===== config.mk =====
export PLATFORM = sky130hd
export DESIGN_NAME = alu_op_decoder
export DESIGN_NICKNAME = d
export VERILOG_FILES = /design/src/rtl/alu_op_decoder.sv
export SDC_FILE = /design/constraint.sdc
export NUM_CORES = 1
export LEC_CHECK = 0
export BUFFER_PORTS_ARGS = -buffer_cell sky130_fd_sc_hd__buf_2
export CAP_MARGIN = 20
export CORE_MARGIN = 4
export CORE_UTILIZATION = 30
export DETAILED_ROUTE_END_ITERATION = 10
export GPL_ROUTABILITY_DRIVEN = 0
export SYNTH_ARGS = -nofsm -noshare
export SYNTH_HDL_FRONTEND = slang
export SYNTH_SLANG_ARGS = --single-unit

===== constraint.sdc =====
create_clock -name Clk -period 2.67 [get_ports Clk]
set_input_delay 0.534 -clock Clk [delete_from_list [all_inputs] [get_ports Clk]]
set_output_delay 0.534 -clock Clk [all_outputs]
set_load 0.01 [all_outputs]

===== src/rtl/alu_op_decoder.sv =====
// Registered RV32I decode/issue stage for alu_i: 1-cycle accept-to-output latency, valid/ready on both sides.
// Optional ALU_DEC_SKID_EN adds a skid entry so In_ready is registered; otherwise In_ready follows Out_ready combinationally.
module alu_op_decoder #(
  parameter int         XLEN     = 32,
  parameter logic [3:0] NOP_CODE = 4'd7
) (
  input  logic            Clk,
  input  logic            Rst,
  input  logic            Flush,
  input  logic            In_valid,
  output logic            In_ready,
  input  logic [31:0]     Instr,
  input  logic [XLEN-1:0] Pc,
  input  logic [XLEN-1:0] Rs1_data,
  input  logic [XLEN-1:0] Rs2_data,
  output logic            Out_valid,
  input  logic            Out_ready,
  output logic [XLEN-1:0] A,
  output logic [XLEN-1:0] B,
  output logic [3:0]      Code,
  output logic            Sel,
  output logic [4:0]      Rd,
  output logic            Rd_we,
  output logic            Illegal
);

  localparam logic [6:0] OPC_OP     = 7'b0110011;
  localparam logic [6:0] OPC_OP_IMM = 7'b0010011;
  localparam logic [6:0] OPC_LUI    = 7'b0110111;
  localparam logic [6:0] OPC_AUIPC  = 7'b0010111;

  localparam logic [3:0] CODE_ADD  = 4'd0;
  localparam logic [3:0] CODE_SHL  = 4'd1;
  localparam logic [3:0] CODE_SHR  = 4'd2;
  localparam logic [3:0] CODE_XOR  = 4'd3;
  localparam logic [3:0] CODE_OR   = 4'd4;
  localparam logic [3:0] CODE_AND  = 4'd5;
  localparam logic [3:0] CODE_COMP = 4'd6;

  localparam logic [6:0] F7_BASE = 7'b0000000;
  localparam logic [6:0] F7_ALT  = 7'b0100000;

  typedef struct packed {
    logic [XLEN-1:0] a;
    logic [XLEN-1:0] b;
    logic [3:0]      code;
    logic            sel;
    logic [4:0]      rd;
    logic            rd_we;
    logic            illegal;
  } slot_t;

  localparam slot_t SLOT_RST = '{a: '0, b: '0, code: NOP_CODE, sel: 1'b0,
                                 rd: 5'd0, rd_we: 1'b0, illegal: 1'b0};

  logic [6:0] opcode;
  logic [2:0] funct3;
  logic [6:0] funct7;
  logic       f7_base;
  logic       f7_alt;
  logic       legal;
  logic [3:0] alu_code;
  slot_t      dec;

  assign opcode  = Instr[6:0];
  assign funct3  = Instr[14:12];
  assign funct7  = Instr[31:25];
  assign f7_base = (funct7 == F7_BASE);
  assign f7_alt  = (funct7 == F7_ALT);

  always_comb begin
    alu_code = CODE_ADD;
    case (funct3)
      3'b000:  alu_code = CODE_ADD;
      3'b001:  alu_code = CODE_SHL;
      3'b010:  alu_code = CODE_COMP;
      3'b011:  alu_code = CODE_COMP;
      3'b100:  alu_code = CODE_XOR;
      3'b101:  alu_code = CODE_SHR;
      3'b110:  alu_code = CODE_OR;
      default: alu_code = CODE_AND;
    endcase
  end

  always_comb begin
    legal       = 1'b0;
    dec         = SLOT_RST;
    dec.rd      = Instr[11:7];
    case (opcode)
      OPC_OP: begin
        // Only SUB and SRA may carry the alternate funct7.
        legal    = f7_base | (f7_alt & ((funct3 == 3'b000) | (funct3 == 3'b101)));
        dec.a    = Rs1_data;
        dec.b    = Rs2_data;
        dec.code = alu_code;
        dec.sel  = (funct3 == 3'b011) |
                   (f7_alt & ((funct3 == 3'b000) | (funct3 == 3'b101)));
      end
      OPC_OP_IMM: begin
        dec.a    = Rs1_data;
        dec.code = alu_code;
        // ADDI never subtracts, so only SLTIU and SRAI raise Sel.
        dec.sel  = (funct3 == 3'b011) | ((funct3 == 3'b101) & f7_alt);
        if (funct3 == 3'b001) begin
          legal = f7_base;
          dec.b = {27'b0, Instr[24:20]};
        end else if (funct3 == 3'b101) begin
          legal = f7_base | f7_alt;
          dec.b = {27'b0, Instr[24:20]};
        end else begin
          legal = 1'b1;
          dec.b = {{20{Instr[31]}}, Instr[31:20]};
        end
      end
      OPC_LUI: begin
        legal    = 1'b1;
        dec.a    = '0;
        dec.b    = {Instr[31:12], 12'b0};
        dec.code = CODE_ADD;
        dec.sel  = 1'b0;
      end
      OPC_AUIPC: begin
        legal    = 1'b1;
        dec.a    = Pc;
        dec.b    = {Instr[31:12], 12'b0};
        dec.code = CODE_ADD;
        dec.sel  = 1'b0;
      end
      default: legal = 1'b0;
    endcase
    // Illegal slots still flow downstream so the trap logic sees them.
    if (!legal) begin
      dec.a    = '0;
      dec.b    = '0;
      dec.code = NOP_CODE;
      dec.sel  = 1'b0;
    end
    dec.rd_we   = legal & (dec.rd != 5'd0);
    dec.illegal = ~legal;
  end

  slot_t main_q, main_d;
  logic  main_vld_q, main_vld_d;
  logic  accept;

`ifdef ALU_DEC_SKID_EN
  slot_t skid_q, skid_d;
  logic  skid_vld_q, skid_vld_d;
  logic  in_rdy_q, in_rdy_d;
  logic  take;

  always_comb begin
    main_d     = main_q;
    main_vld_d = main_vld_q;
    skid_d     = skid_q;
    skid_vld_d = skid_vld_q;
    take       = main_vld_q & Out_ready;
    accept     = In_valid & in_rdy_q;
    if (Flush) begin
      main_vld_d = 1'b0;
      skid_vld_d = 1'b0;
    end else if (!main_vld_q || take) begin
      if (skid_vld_q) begin
        main_d     = skid_q;
        main_vld_d = 1'b1;
        skid_vld_d = 1'b0;
        if (accept) begin
          skid_d     = dec;
          skid_vld_d = 1'b1;
        end
      end else if (accept) begin
        main_d     = dec;
        main_vld_d = 1'b1;
      end else begin
        main_vld_d = 1'b0;
      end
    end else if (accept) begin
      skid_d     = dec;
      skid_vld_d = 1'b1;
    end
    in_rdy_d = ~skid_vld_d;
  end

  always_ff @(posedge Clk or posedge Rst) begin
    if (Rst) begin
      skid_q     <= SLOT_RST;
      skid_vld_q <= 1'b0;
      in_rdy_q   <= 1'b0;
    end else begin
      skid_q     <= skid_d;
      skid_vld_q <= skid_vld_d;
      in_rdy_q   <= in_rdy_d;
    end
  end

  assign In_ready = in_rdy_q;
`else
  logic in_rdy;

  always_comb begin
    main_d     = main_q;
    main_vld_d = main_vld_q;
    in_rdy     = ~main_vld_q | Out_ready;
    accept     = In_valid & in_rdy;
    if (Flush) begin
      main_vld_d = 1'b0;
    end else if (accept) begin
      main_d     = dec;
      main_vld_d = 1'b1;
    end else if (Out_ready) begin
      main_vld_d = 1'b0;
    end
  end

  assign In_ready = in_rdy;
`endif

  always_ff @(posedge Clk or posedge Rst) begin
    if (Rst) begin
      main_q     <= SLOT_RST;
      main_vld_q <= 1'b0;
    end else begin
      main_q     <= main_d;
      main_vld_q <= main_vld_d;
    end
  end

  assign Out_valid = main_vld_q;
  assign A         = main_q.a;
  assign B         = main_q.b;
  assign Code      = main_q.code;
  assign Sel       = main_q.sel;
  assign Rd        = main_q.rd;
  assign Rd_we     = main_q.rd_we;
  assign Illegal   = main_q.illegal;

endmodule

==> After elaboration in Yosys (flattened, before gate mapping) <==
Index checks and enable logic that the tools add are counted.
{ "word_totals": {"ff_bits": 77, "in_bits": 133, "elab_cells": 50} }
{ "classes": {"n_eq_ne": 11, "muxes": 11, "bitwise": 13, "reduce_logical": 7} }
{ "op_table": {"columns": ["cell", "count"], "rows": [
  ["$pmux W69 S4", 1],
  ["$mux W69", 1],
  ["$mux W32", 2],
  ["$eq A7 B6 Y1 const B", 3],
  ["$pmux W3 S6", 1],
  ["$eq A7 B5 Y1 const B", 2],
  ["$eq A3 B3 Y1 const B", 3],
  ["$logic_not A7 Y1", 1],
  ["$eq A3 B2 Y1 const B", 2],
  ["$or A1 B1 Y1", 6],
  ["$mux W1", 5],
  ["$reduce_bool A5 Y1", 1],
  ["$and A1 B1 Y1", 4],
  ["$reduce_or A2 Y1", 2],
  ["$eq A3 B1 Y1 const B", 1],
  ["$logic_not A3 Y1", 1],
  ["$not A1 Y1", 3],
  ["$pmux W1 S3", 1],
  ["$reduce_bool A3 Y1", 1],
  ["$reduce_and A2 Y1", 1]
]} }

==> Logic depth before layout (Yosys ltp) <==
{ "logic_depth": {"depth_word": 6, "depth_mapped": 9, "mapped_depth_nobuf": 6} }

==> Worst setup path after synthesis <==
Ideal clock, no wire load.
{ "synth_path": {"kind": "input -> register", "start": "input port Instr[28]", "end": "register main_q (netlist bit B[6])", "arrival_time_ps": 2054, "required_time_ps": 2596, "path_slack_ps": 542, "path_stages": 6, "path_cell_list": "or4_4 > nor3_4 > o211ai_2 > or3b_4 > buf_6 > o21ai_2"} }
{ "synth_via": {"elab_chain_cells": 6} }
{ "synth_lines": {"columns": ["element", "line_no", "text"], "rows": [
  ["start, declared", "12", "input logic [31:0] Instr,"],
  ["$eq A7 B6 Y1 or $logic_not A7 Y1 (tied branches)", "69, 68", null],
  ["$or A1 B1 Y1", "108", "legal = f7_base | f7_alt;"],
  ["$mux W1", "107", "end else if (funct3 == 3'b101) begin"],
  ["$mux W1", "104", "if (funct3 == 3'b001) begin"],
  ["$pmux W1 S3 (*)", "89", "case (opcode)"],
  ["$mux W69 (*)", "132", "if (!legal) begin"],
  ["end signal, assigned", "223", "main_q <= main_d;"],
  ["end, declared", "142", "slot_t main_q, main_d;"]
]} }
Every way passes the cells marked *; elsewhere a longest branch is shown, timed or not.
A chain may end at the register's enable or synchronous reset.

==> Final worst setup path <==
{ "layout_path": {"start": "input port Instr[28]", "end": "register main_q (netlist bit Sel)"} }
{ "layout_via": {"elab_chain_cells": 6} }
{ "layout_lines": {"columns": ["element", "line_no"], "rows": [
  ["$eq A7 B6 Y1 or $logic_not A7 Y1 (tied branches)", "69, 68"],
  ["$or A1 B1 Y1", "108"],
  ["$mux W1", "107"],
  ["$mux W1", "104"],
  ["$pmux W1 S3", "89"],
  ["$mux W69 (*)", "132"]
]} }
Marked as above.

==> impl_metrics.yaml <==
cells_and_area:
  final_cell_mix: "buf_2, nand2_1, dfrtp_1, a21oi_1, nor2b_1"
  syn_to_final_growth_pct: 41.0
  drive_gt1_frac: 0.410
  fin_cells: 790
  fin_area_um2: 5330
  finish.utilization: 0.439
  final_nets: 750
  num_antenna_cells: 0
  final_common_cell: "buf_2"
timing:
  whs_ns: 0.218
  min_period_ns: 2.07
  worst_slew_pin_slew_ns: 0.770
  clock.fmax_ghz: 0.483
  rsz0062_at_grt: "false"
  skew_ns: 0.00530
  relSlewSlack: 0.486
  hold_viol: 0
  final.period_utilization: 0.776
  final-setup-viol-count: 0
  tns_ns: 0
  setup_ws_ns: 0.599
  drv_slew: 0
worst_setup_path:
  cp-end-kind: "register"
  worstSetupStartpoint: "Instr[28]"
  rr_worst_depth: 7
  worstPathMaxFanout: 13
  crit_family: "simple AND/OR/NAND/NOR gates"
  cp.arrival_ns: 2.31
  cp-start-kind: "primary input"
  reg2reg_to: "B[17]"
  crit_buf_inv: 1
  slowest_delay_ns: 0.55
  regToRegSetupSlack_ns: 0.66
  crit_type: "primary input to register"
  required_ns: 2.91
  path_cells: "buf_2 -> or4_4 -> nor3_4 -> o211ai_2 -> or3b_4 -> o21ai_0"
  slowest_stage: "or4_4"
  r2r_start: "Out_valid"
power:
  clock_power_share: 0.468
  p_int_mw: 2.25
  switching_power_mw: 0.666
  p_seq_frac: 0.408
  swShare: 0.229
  p_comb_frac: 0.124
  p_leak_nw: 2.75
  pwr_density_cell_nw_per_um2: 546
  vdd_drop_max_mv: 0.287
  total_power_mw: 2.91
routing:
  drt-pass1-iter-count: 4
  drc_errors: 0
  dr_wl_met3_um: 802
  topRoutingLayerUsed: "met4"
  met1_length_um: 4900
  route.met2.wl_um: 5800
  postRouteAntennaNets: 0
  wl_per_cell_um: 14.8
  routed_wl_um: 11700
  num_vias: 3674
  drt-vias-per-instance: 4.65
  drtIter0Drc: 149
floorplanning:
  core_area_um2: 12200
  num_io_pins: 211
  die_h_um: 120
  initial_core_util: 0.311
  die_w_um: 120
  num_rows: 40
  die-area_um2: 14500
placement:
  place_area_um2: 5000
  hpwl_um: 8730
  port_buffers: 209
  place_inst: 774
  post-place-ws_ns: 0.239
global_route:
  grt_remaining_overflow: 0
  first_global_vias: 3879
  antenna_found_initial: 0
  grt.total_usage: 0.163
  grt_max_degree: 72
  grt_pass1_wl_um: 19000
outcome:
  outcome: "completed"
clock_tree:
  ctsRootBufferMaster: "clkbuf_16"
  clock_path_buffers: 2
  cts_buffers: 9
  clkTransAtPathRegs_ns: 0.06
  cts_resized: 0
  cts.sinks: 76
  h-tree-depth: 3
  post_cts_buffers: 0
  cts_tree: "done"
  postCtsHoldBufs: 0
  clock_latency_ns: 0.33
synthesis:
  ys_warn_count: 0
  yosysSeqAreaShare: 0.504
  synthCells: 421
  yosysUniqueCellTypes: 35
  synth.net_count: 554
  synth_edf_count: 0
  netlist_area_um2: 3780
  synth_area_leaders: "dfrtp_1, nor2b_1, nand2_1"
  avgSynthCellArea_um2: 8.98
  synthArstFlopShare: 1.00
  netlist.area_leader.share: 0.483
  synth_top_area_cell: "dfrtp_1"
  ys.flop_type: "dfrtp_1"
  ys_seq_elements: 76
run:
  cap_violations: 0
worst_hold_path:
  hold_class: "primary input to asynchronous set/reset pin"
==> cell type report <==
type                       count  area [um^2]
inverter                       4         16.3
clock inverter                 5          100
fill                        1233         6830
sequential                    76         1910
tap                          168          210
timing repair buffer         220         1140
clock buffer                  11          233
multi-input combinational    306         1730
==> worst max-delay path by stage <==
stage | cells past startpoint | end
after global routing | 7 | B[23]
after global placement | 6 | Sel
after floorplan | 1 | A[0]
after detailed placement | 6 | Sel
after CTS | 6 | Sel
final | 6 | Sel
==> worst register-to-register path: stages, from the launching register on <==
cell and delay [ns]:
dfrtp_1 0.37, nor2b_1 0.16, inv_1 0.08, nand3b_1 0.11, nor3_2 0.44, o311ai_4 0.18, buf_4 0.28, o31ai_1 0.29
==> kinds of logic (layout without fill, tap and decap cells) <==
| logic type | Yosys count | after routing | synth area share |
|---|---|---|---|
| AND/OR/NAND/NOR | 155 | 155 | 0.207 |
| other | 1 | 1 | 0.000991 |
| buffers and inverters | 39 | 240 | 0.0427 |
| AO/OA/AOI/OAI | 143 | 143 | 0.228 |
| flip-flops | 76 | 76 | 0.504 |
| XOR/XNOR | 2 | 2 | 0.00463 |
| multiplexers | 5 | 5 | 0.0132 |
==> flip-flops by register name, indices dropped and copies added, names as in the netlist <==
signal     count
A             32
Sel            1
Code           3
Illegal        1
Out_valid      1
Rd             5
B             32
Rd_we          1
==> power by group through the flow <==
stage / Combinational (mW) / Sequential (mW) / Clock, mW
2_1_floorplan: 0.176 / 1.22 / 0
3_3_place_gp: 0.360 / 1.21 / 0
3_5_place_dp: 0.367 / 1.21 / 0
4_1_cts: 0.368 / 1.19 / 1.41
5_1_grt: 0.406 / 1.19 / 1.46
6_report: 0.361 / 1.19 / 1.36
==> cells in the mapped netlist (2+ instances only) <==
master	number
inv_1	4
a22oi_1	7
a21oi_1	56
a21o_1	2
dfrtp_1	73
mux2i_1	5
o31ai_1	19
clkbuf_1	30
dfstp_2	3
o21a_1	3
nor2_1	6
nor2b_1	55
o21ai_0	39
o21ai_2	10
buf_2	3
nand2_1	83
o21bai_1	3
nor3b_1	3
==> per-layer routing <==
| layer | global-route usage | up-vias |
|---|---|---|
| li1 | - | 1826 |
| met1 | 0.200 | 1697 |
| met2 | 0.279 | 136 |
| met3 | 0.0370 | 15 |
| met4 | 0.0602 | 0 |
| met5 | 0 | - |
No activity file was read; power rests on OpenSTA's default activity.
